$ cat config.mk
export PLATFORM = sky130hd
export DESIGN_NAME = reverser_req_scheduler
export DESIGN_NICKNAME = d
export VERILOG_FILES = /design/src/rtl/reverser_req_scheduler.sv
export SDC_FILE = /design/constraint.sdc
export NUM_CORES = 1
export LEC_CHECK = 0
export CAP_MARGIN = 20
export CORE_MARGIN = 4
export CORE_UTILIZATION = 43
export CTS_CLUSTER_DIAMETER = 120
export DETAILED_ROUTE_END_ITERATION = 6
export PLACE_DENSITY = 0.73
export SKIP_LAST_GASP = 1
export SYNTH_ARGS = -nofsm -noshare
export SYNTH_HDL_FRONTEND = slang
export SYNTH_SLANG_ARGS = --single-unit
$ cat constraint.sdc
create_clock -name clk -period 1.9 [get_ports clk]
set_clock_uncertainty 0.05 [all_clocks]
set_input_delay 0.38 -clock clk [delete_from_list [all_inputs] [get_ports clk]]
set_output_delay 0.38 -clock clk [all_outputs]
set_load 0.05 [all_outputs]
$ cat src/rtl/reverser_req_scheduler.sv
// Round-robin scheduler that shares one 4-bit bit-reversal datapath between two
// valid/ready requesters and presents a registered result with back-pressure.

module reverser4 (
  input  logic [3:0] x_i,
  output logic [3:0] y_o
);
  assign y_o = {x_i[0], x_i[1], x_i[2], x_i[3]};
endmodule

module mux2x4 (
  input  logic [3:0] in0_i,
  input  logic [3:0] in1_i,
  input  logic       sel_i,
  output logic [3:0] y_o
);
  assign y_o = sel_i ? in1_i : in0_i;
endmodule

module reverser_req_scheduler #(
  parameter int CNT_W = 8
) (
  input  logic             clk,
  input  logic             rst,
  input  logic             req0_valid,
  output logic             req0_ready,
  input  logic [3:0]       req0_A,
  input  logic [3:0]       req0_B,
  input  logic             req0_Sel,
  input  logic             req1_valid,
  output logic             req1_ready,
  input  logic [3:0]       req1_A,
  input  logic [3:0]       req1_B,
  input  logic             req1_Sel,
  output logic             out_valid,
  input  logic             out_ready,
  output logic [3:0]       Out,
  output logic             out_src,
  output logic [CNT_W-1:0] op_count
);

  typedef enum logic [1:0] {
    IDLE = 2'd0,
    EXEC = 2'd1,
    DONE = 2'd2
  } state_t;

  state_t           state_q;
  logic [3:0]       opA_q;
  logic [3:0]       opB_q;
  logic             opSel_q;
  logic             opSrc_q;
  logic             lastGrant_q;
  logic             outValid_q;
  logic [3:0]       out_q;
  logic             outSrc_q;
  logic [CNT_W-1:0] opCount_q;

  logic       canAccept;
  logic       grant0;
  logic       grant1;
  logic [3:0] revA;
  logic [3:0] revB;
  logic [3:0] result;

  // The requester that did not win last time gets priority under contention.
  assign canAccept = (state_q == IDLE) && !rst;
  assign grant0 = canAccept && req0_valid && (!req1_valid || lastGrant_q);
  assign grant1 = canAccept && req1_valid && (!req0_valid || !lastGrant_q);

  assign req0_ready = grant0;
  assign req1_ready = grant1;

  reverser4 uRevA (.x_i(opA_q), .y_o(revA));
  reverser4 uRevB (.x_i(opB_q), .y_o(revB));
  mux2x4    uMux  (.in0_i(revA), .in1_i(revB), .sel_i(opSel_q), .y_o(result));

  always_ff @(posedge clk) begin
    if (rst) begin
      state_q     <= IDLE;
      opA_q       <= 4'b0000;
      opB_q       <= 4'b0000;
      opSel_q     <= 1'b0;
      opSrc_q     <= 1'b0;
      lastGrant_q <= 1'b1;
      outValid_q  <= 1'b0;
      out_q       <= 4'b0000;
      outSrc_q    <= 1'b0;
      opCount_q   <= '0;
    end else begin
      case (state_q)
        IDLE: begin
          if (grant0 || grant1) begin
            opA_q       <= grant1 ? req1_A : req0_A;
            opB_q       <= grant1 ? req1_B : req0_B;
            opSel_q     <= grant1 ? req1_Sel : req0_Sel;
            opSrc_q     <= grant1;
            lastGrant_q <= grant1;
            state_q     <= EXEC;
          end
        end
        EXEC: begin
          out_q      <= result;
          outSrc_q   <= opSrc_q;
          outValid_q <= 1'b1;
          state_q    <= DONE;
        end
        DONE: begin
          if (out_ready) begin
            outValid_q <= 1'b0;
            opCount_q  <= opCount_q + CNT_W'(1);
            state_q    <= IDLE;
          end
        end
        default: state_q <= IDLE;
      endcase
    end
  end

  assign out_valid = outValid_q;
  assign Out       = out_q;
  assign out_src   = outSrc_q;
  assign op_count  = opCount_q;

endmodule
==> results of run 1 <==
## what timing repair did
action / in CTS / in global routing
gates resized for setup: 7 / 2
setup endpoints to repair: 2 / 2
hold endpoints to repair: 0 / 0
buffers inserted: 4 / 0
pin swaps: 3 / 2
cloned: 0 / 0
hold buffers: 0 / 0
## registers in the layout (all words and copies together), names as in the netlist, 2 cells and up
name	cells
op_count	8
opB_q	4
state_q	2
Out	4
opA_q	4
## worst max-delay path: cells and delay by family
kind            cells  cell delay (ps)
compound gates      1              220
buf+inv             3              640
simple gates        1              260
## power breakdown
group,internal (uW),switching (uW),leakage [uW]
combinational,164,194,0.000427
sequential,610,27.2,0.000222
clock,79.0,175,0.0000177
## cell families after synthesis
family,share of synthesized area (%)
AOI/OAI and AO/OA,20.8
xor gates and xnor gates,1.40
adders and majority gates,0.998
buffers and inverters,6.29
DFF,43.1
muxes,4.79
and+or+nand+nor,22.7
## how the worst max path moves through the flow
| stage | endpoint | slack (ps) | depth (start not counted) |
|---|---|---|---|
| 2_1_floorplan | req1_ready | 60 | 5 |
| 5_1_grt | req1_ready | -110 | 4 |
| 4_1_cts | req1_ready | -50 | 4 |
| 3_3_place_gp | req1_ready | -130 | 5 |
| 6_report | req1_ready | -40 | 5 |
| 3_5_place_dp | req1_ready | -200 | 5 |
## cells in the mapped netlist, types with 3 or more instances
library cell  instances
a211oi_1              4
a21oi_1               6
a311oi_1              9
buf_6                 3
clkbuf_1              7
dfxtp_1              27
mux2i_1               6
nand2_1               3
nand4_1              11
nor2_1               11
nor3_1                9
o21ai_0               4
o31ai_1              11
or3_1                 4
## final cells by class
| cell class | instances | area, um^2 |
|---|---|---|
| sequential | 27 | 546 |
| inverter | 3 | 15.0 |
| multi-input combinational | 96 | 651 |
| clock buffer | 3 | 22.5 |
| fill | 240 | 998 |
| timing repair buffer | 57 | 505 |
| tap | 31 | 38.8 |
| clock inverter | 1 | 5.00 |
## routing by layer
layer,share of wire [%],vias to the layer above
li1,-,630
met1,45,597
met2,49,37
met3,4.8,4
met4,0.91,0
met5,0,-
## metrics by stage
step	worst slack (ps)	total power, uW
2_1_floorplan	58.0	850
3_3_place_gp	-133	977
3_5_place_dp	-197	989
4_1_cts	-53.4	1250
5_1_grt	-114	1310
6_report	-40.4	1250
==> run metrics, run 1 <==
Root Buffer=clkbuf_4; synth warn=0; most frequent cells in the layout=buf_4 (33), dfxtp_1 (25), clkdlybuf4s50_1 (20); deepest clock path buffer count=2; setup TNS=-40.4 ps; register clock-pin slew on the reported worst setup and hold paths=140 ps; gp weighted congestion=0.839; WHS Endpoint=opSrc_q$_SDFFE_PP0P_; largest area contributor in the netlist=dfxtp_1; Main synth FF type=dfxtp_1; CTS Buf Count=3; maximum vdd drop=570 uV; routed vias=1268; worst-margin pin slew=304 ps; pins over their slew limit=0; Cell Chain, Critical Path=clkdlybuf4s50_1 -> a21bo_2 -> or2_4 -> clkinvlp_4 -> buf_12; top-area cell type share of the netlist area=43.1%; Area contributors post-synth=dfxtp_1 (43%), o31ai_1 (6.6%), a311oi_1 (6.3%), nand4_1 (5.5%), mux2i_1 (4.8%); Slew HR=79.7%; hold path startpoint=opSrc_q$_SDFFE_PP0P_; Post-synth EDFFs=0; GR peak layer=met2; DP Area=1710 um^2; Starting Density=45.1%; status=finished with violations; initial DRC count=45; CP Launch Type=input port; synthesized area per cell=9.08 um^2; hold path cells=2; FMAX=0.515 GHz; net count after synthesis=162; drt pass-1 iters=4; Finished Cell Area=1780 um^2; Hold WC Path Type=flip-flop to flip-flop; Crit-path slowest cell=clkdlybuf4s50_1; met1 Use GR=24.0%; vias in the first global route=1227; first-pass GRT wire length=5.38 mm; Final period util=102%; Critical Setup Path Class=input port to output pin; Worst EP required=1470 ps; WHS=454 ps; Worst Setup SP=req0_valid; asr flop ratio synth=0%; Buffers on Ports=38; crit-path max FO=2; area grow syn2layout=42.2%; antenna violations before repair=0; pin count of the biggest net entering global routing=27; met3 GRT Util=3.72%; layout cell share with drive strength beyond 1=25.7%; Antenna Nets Post-Route=0; max-cap violations=0; die height=62.0 um; Total Routing Usage GR=18.6%; Final Util=64.1%; RSZ-0062 raised after global routing=yes; Post-Synthesis Cells=138; r2r endpoint=opA_q[0]$_SDFFE_PP0P_; core footprint=2780 um^2; I/O pin count=39; H-tree levels=1; CP max stage delay=420 ps; die width=62.0 um; crit path capture type=output pin; sequential share of the synthesized area=43.1%; synth unique cells=30; CP arrival=1510 ps; failing checks=negative setup slack; r2r setup slk=260 ps; NumNets Final=212; most common cell after layout, fill and taps aside=buf_4; DPL Wire Length=2.43 mm; Placement Rows=19; worst skew pair latency=330 ps; routed wire length=3.28 mm; die area=3840 um^2; final setup violation count=1; Power per Cell Area=700 nW/um^2; WL per Instance=15.1 um; Hold Fails Final Rpt=0; residual DRC count=0; min Tclk post-route=1940 ps; P_leak=0.000667 uW; Inst Count DP=210; fin cells=218; clk sink count=27; final setup margin=-40.4 ps; Synth Cell Area=1250 um^2; ANT cells=0; reg2reg start=state_q[1]$_SDFFE_PP0P_; worst r2r path cells=5; FF+latch count, synth=27; GR Util met2=30.5%; total grt overflow=0; TritonCTS clock tree=built; Via density=5.82
Power figures use the tool's default switching activity.
==> run 2, diff against run 1 <==
--- a/config.mk
+++ b/config.mk
@@ -11,6 +11,7 @@
 export CTS_CLUSTER_DIAMETER = 120
 export DETAILED_ROUTE_END_ITERATION = 6
 export PLACE_DENSITY = 0.73
+export RECOVER_POWER = 25
 export SKIP_LAST_GASP = 1
 export SYNTH_ARGS = -nofsm -noshare
 export SYNTH_HDL_FRONTEND = slang
==> run 2 against run 1 <==
  * Worst hold slack about the same
  * Non-clock buffer count unchanged
  * The flow still finishes with violations (negative setup slack)
  * Die area did not move
  * Largest power group unchanged
  * Via count up 0.24%
  * Fmax increased by 0.12%
  * Highest routed layer unchanged
  * Clock power about the same
==> run metrics, run 2 (same netlist as run 1, synthesis figures left out) <==
H-tree levels=1; setup TNS=-38.0 ps; Total Routing Usage GR=18.6%; drt pass-1 iters=4; layout cell share with drive strength beyond 1=21.4%; Inst Count DP=210; Hold WC Path Type=flip-flop to flip-flop; max FFs per register=8; total grt overflow=0; Antenna Nets Post-Route=0; TritonCTS clock tree=built; power after layout=1240 uW; worst r2r path cells=5; WHS Endpoint=opSrc_q$_SDFFE_PP0P_; met3 GRT Util=3.72%; FMAX=0.516 GHz; GR peak layer=met2; Placement Rows=19; CTS Buf Count=3; DPL Wire Length=2.43 mm; met1 Use GR=24.0%; Buffers on Ports=38; final setup violation count=1; clk sink count=27; Hold Buf Count CTS=0; CP Launch Type=input port; worst-margin pin slew=600 ps; routed wire length=3.29 mm; crit path capture type=output pin; Worst EP required=1470 ps; vias in the first global route=1227; deepest clock path buffer count=2; RSZ-0062 raised after global routing=yes; status=finished with violations; r2r endpoint=opA_q[0]$_SDFFE_PP0P_; worst skew pair latency=330 ps; r2r setup slk=270 ps; ANT cells=0; antenna violations before repair=0; GR Util met2=30.5%; CP arrival=1510 ps; maximum vdd drop=569 uV; Hold Fails Final Rpt=0; Crit-path slowest cell=clkdlybuf4s50_1; hold path startpoint=opSrc_q$_SDFFE_PP0P_; Cell Chain, Critical Path=clkdlybuf4s50_1 -> a21bo_2 -> or2_4 -> clkinvlp_4 -> buf_12; min Tclk post-route=1940 ps; final setup margin=-38.0 ps; first-pass GRT wire length=5.38 mm; Final period util=102%; WL per Instance=15.1 um; die width=62.0 um; initial DRC count=45; Power per Cell Area=705 nW/um^2; I/O pin count=39; P_leak=0.000636 uW; failing checks=negative setup slack; area grow syn2layout=39.8%; CP max stage delay=420 ps; WP buf/inv=3; fin cells=218; residual DRC count=0; die height=62.0 um; core footprint=2780 um^2; register clock-pin slew on the reported worst setup and hold paths=140 ps; Root Buffer=clkbuf_4; NumNets Final=212; Slew HR=60.2%; Via density=5.83; crit-path max FO=2; pins over their slew limit=0; reg2reg start=state_q[1]$_SDFFE_PP0P_; routed vias=1271; # fillers=250; gp weighted congestion=0.839; Final Util=63.0%; die area=3840 um^2; most frequent cells in the layout=dfxtp_1 (25), buf_4 (25), clkdlybuf4s50_1 (20); Critical Setup Path Class=input port to output pin; Starting Density=45.1%; pin count of the biggest net entering global routing=27; max-cap violations=0; hold path cells=2; family with the most delay on the worst path=buffers and inverters
run 2: per-layer routing:
metal	part of all wire, %	routed length (um)
met2	50	1630
met4	0.91	30
met5	0	0
met3	4.6	152
met1	45	1480
run 2: power by group:
| part | total, uW | switching [uW] | internal (uW) |
|---|---|---|---|
| Clock | 253 | 174 | 79.1 |
| Sequential | 638 | 27.4 | 610 |
| Combinational | 345 | 194 | 151 |
| Total | 1240 | 395 | 840 |
run 2: final cells by class:
type | instances | area [um^2] | area share [%]
repair buffers | 57 | 475 | 27.1
clock buffers | 3 | 22.5 | 1.28
well taps | 31 | 38.8 | 2.21
flip-flops and latches | 27 | 546 | 31.1
multi-input cells | 96 | 651 | 37.1
inverters | 3 | 15.0 | 0.857
clock inverters | 1 | 5.00 | 0.286
run 2: tightest hold or removal path: cells and delay by family (launching register included):
| kind | cells | cell delay (ps) |
|---|---|---|
| flops | 1 | 340 |
| compound gates | 1 | 70 |
| simple gates | 1 | 60 |
run 2: what timing repair did:
| action | in CTS | in global routing |
|---|---|---|
| pin swaps | 3 | 2 |
| hold endpoints to repair | 0 | 0 |
| endpoints found under the setup margin | 2 | 2 |
| resized for setup | 7 | 2 |
| buffers inserted | 4 | 0 |
run 2: worst max path at each step:
| stage | to | cells past startpoint | from | slack [ps] |
|---|---|---|---|---|
| finish | req1_ready | 5 | req0_valid | -40 |
| global route | req1_ready | 4 | state_q[1]$_SDFFE_PP0P_ | -110 |
| CTS | req1_ready | 4 | state_q[1]$_SDFFE_PP0P_ | -50 |
| detailed placement | req1_ready | 5 | rst | -200 |
| global placement | req1_ready | 5 | rst | -130 |
| floorplan | req1_ready | 5 | rst | 60 |
run 2: per-stage QoR:
step                      hold slack [ps]  cell area, um^2  setup WS, ps
after floorplan                       398             1260          58.0
after global placement                417             1710          -133
after detailed placement              434             1710          -197
after CTS                             460             1770         -53.4
after global routing                  487             1750          -114
final                                 454             1750         -38.0
==> run 3, diff against run 2 <==
--- a/config.mk
+++ b/config.mk
@@ -11,7 +11,7 @@
 export CTS_CLUSTER_DIAMETER = 120
 export DETAILED_ROUTE_END_ITERATION = 6
 export PLACE_DENSITY = 0.73
-export RECOVER_POWER = 25
+export RECOVER_POWER = 50
 export SKIP_LAST_GASP = 1
 export SYNTH_ARGS = -nofsm -noshare
 export SYNTH_HDL_FRONTEND = slang
==> run 3 against run 2 <==
  * The flow still finishes with violations (negative setup slack)
  * Register-to-register slack got worse by 30 ps
  * Largest cell class unchanged
  * Die area unchanged
  * Global-route usage unchanged
  * First-iteration DRC count decreased by 4.4%
  * Total power decreased by 0.54%
  * Final cell count unchanged
  * Critical path type unchanged
  * Largest power group unchanged
  * Via count decreased by 0.55%
==> run metrics, run 3 (same netlist as run 1, synthesis figures left out) <==
first-pass GRT wire length=5.38 mm; Worst Setup SP=req0_valid; die area=3840 um^2; final setup margin=-38.8 ps; die height=62.0 um; Buffers on Ports=38; Placement Rows=19; core footprint=2780 um^2; Antenna Nets Post-Route=0; Final Util=62.2%; worst r2r path cells=5; clk sink count=27; worst skew pair latency=330 ps; layout cell share with drive strength beyond 1=18.2%; max FFs per register=8; initial DRC count=43; routed vias=1264; worst-margin pin slew=600 ps; deepest clock path buffer count=2; max-cap violations=0; multi-input logic area=651 um^2; setup TNS=-38.8 ps; status=finished with violations; Final period util=102%; Slew HR=60.2%; area grow syn2layout=38.0%; CP Launch Type=input port; Via density=5.80; CTS Buf Count=3; register clock-pin slew on the reported worst setup and hold paths=140 ps; H-tree levels=1; r2r setup slk=240 ps; vias in the first global route=1227; residual DRC count=0; Root Buffer=clkbuf_4; total grt overflow=0; pin count of the biggest net entering global routing=27; antenna violations before repair=0; # fillers=257; routed wire length=3.26 mm; min Tclk post-route=1940 ps; TritonCTS clock tree=built; maximum vdd drop=568 uV; RSZ-0062 raised after global routing=yes; hold path cells=2; FMAX=0.516 GHz; P_leak=0.000611 uW; final setup violation count=1; CP arrival=1510 ps; r2r endpoint=Out[1]$_SDFFE_PP0P_; WHS Endpoint=opSrc_q$_SDFFE_PP0P_; Hold WC Path Type=flip-flop to flip-flop; Hold Fails Final Rpt=0; crit-path max FO=2; reg2reg start=state_q[0]$_SDFFE_PP0P_; hold path startpoint=opSrc_q$_SDFFE_PP0P_; Power per Cell Area=710 nW/um^2; Total Routing Usage GR=18.6%; most common cell after layout, fill and taps aside=dfxtp_1; gp weighted congestion=0.839; drt pass-1 iters=4; Worst EP required=1470 ps; DPL Wire Length=2.43 mm; die width=62.0 um; most frequent cells in the layout=dfxtp_1 (25), clkdlybuf4s50_1 (20), buf_4 (19); Starting Density=45.1%; crit path capture type=output pin; register area=546 um^2; Critical Setup Path Class=input port to output pin; NumNets Final=212; failing checks=negative setup slack; pins over their slew limit=0; I/O pin count=39; WL per Instance=15.0 um; ANT cells=0
-- run 3: timing repair --
action,CTS,global route
endpoints found under the setup margin,2,2
setup buffers,4,0
pin swaps,3,2
gates resized for setup,7,2
endpoints found under the hold margin,0,0
hold buffers,0,0
-- run 3: cell type report --
class | count | area share [%]
Clock inverter | 1 | 0.289
Inverter | 3 | 0.868
Multi-Input combinational cell | 96 | 37.6
Clock buffer | 3 | 1.30
Tap cell | 31 | 2.24
Timing Repair Buffer | 57 | 26.2
Sequential cell | 27 | 31.5
-- run 3: critical path: stages --
cell and delay, ps:
clkdlybuf4s50_1 420, a21bo_2 220, or2_4 260, clkinvlp_4 90, buf_12 130
-- run 3: worst max path at each step --
stage | endpoint | slack [ps] | cells after the start
floorplan | req1_ready | 60 | 5
global placement | req1_ready | -130 | 5
detailed placement | req1_ready | -200 | 5
CTS | req1_ready | -50 | 4
global route | req1_ready | -110 | 4
finish | req1_ready | -40 | 5
-- run 3: routing by layer --
layer	wire length (um)	track usage, %	up-vias
li1	-	-	630
met1	1470	24.0	599
met2	1620	30.5	31
met3	145	3.72	4
met4	30	6.97	0
met5	0	0	-
-- run 3: per-stage QoR --
step / worst slack, ps / hold WS (ps) / area [um^2] / instances / power [uW]
global placement: -133 / 417 / 1710 / 210 / 977
global route: -114 / 487 / 1730 / 218 / 1290
floorplan: 58.0 / 398 / 1260 / 138 / 850
CTS: -53.4 / 460 / 1770 / 218 / 1250
detailed placement: -197 / 434 / 1710 / 210 / 989
finish: -38.8 / 454 / 1730 / 218 / 1230
-- run 3: power breakdown --
part	internal (uW)	switching (uW)	total [uW]	leakage, uW
sequential	610	27.1	637	0.000222
combinational	145	193	338	0.000372
clock	79.0	174	253	0.0000177
total	834	394	1230	0.000611
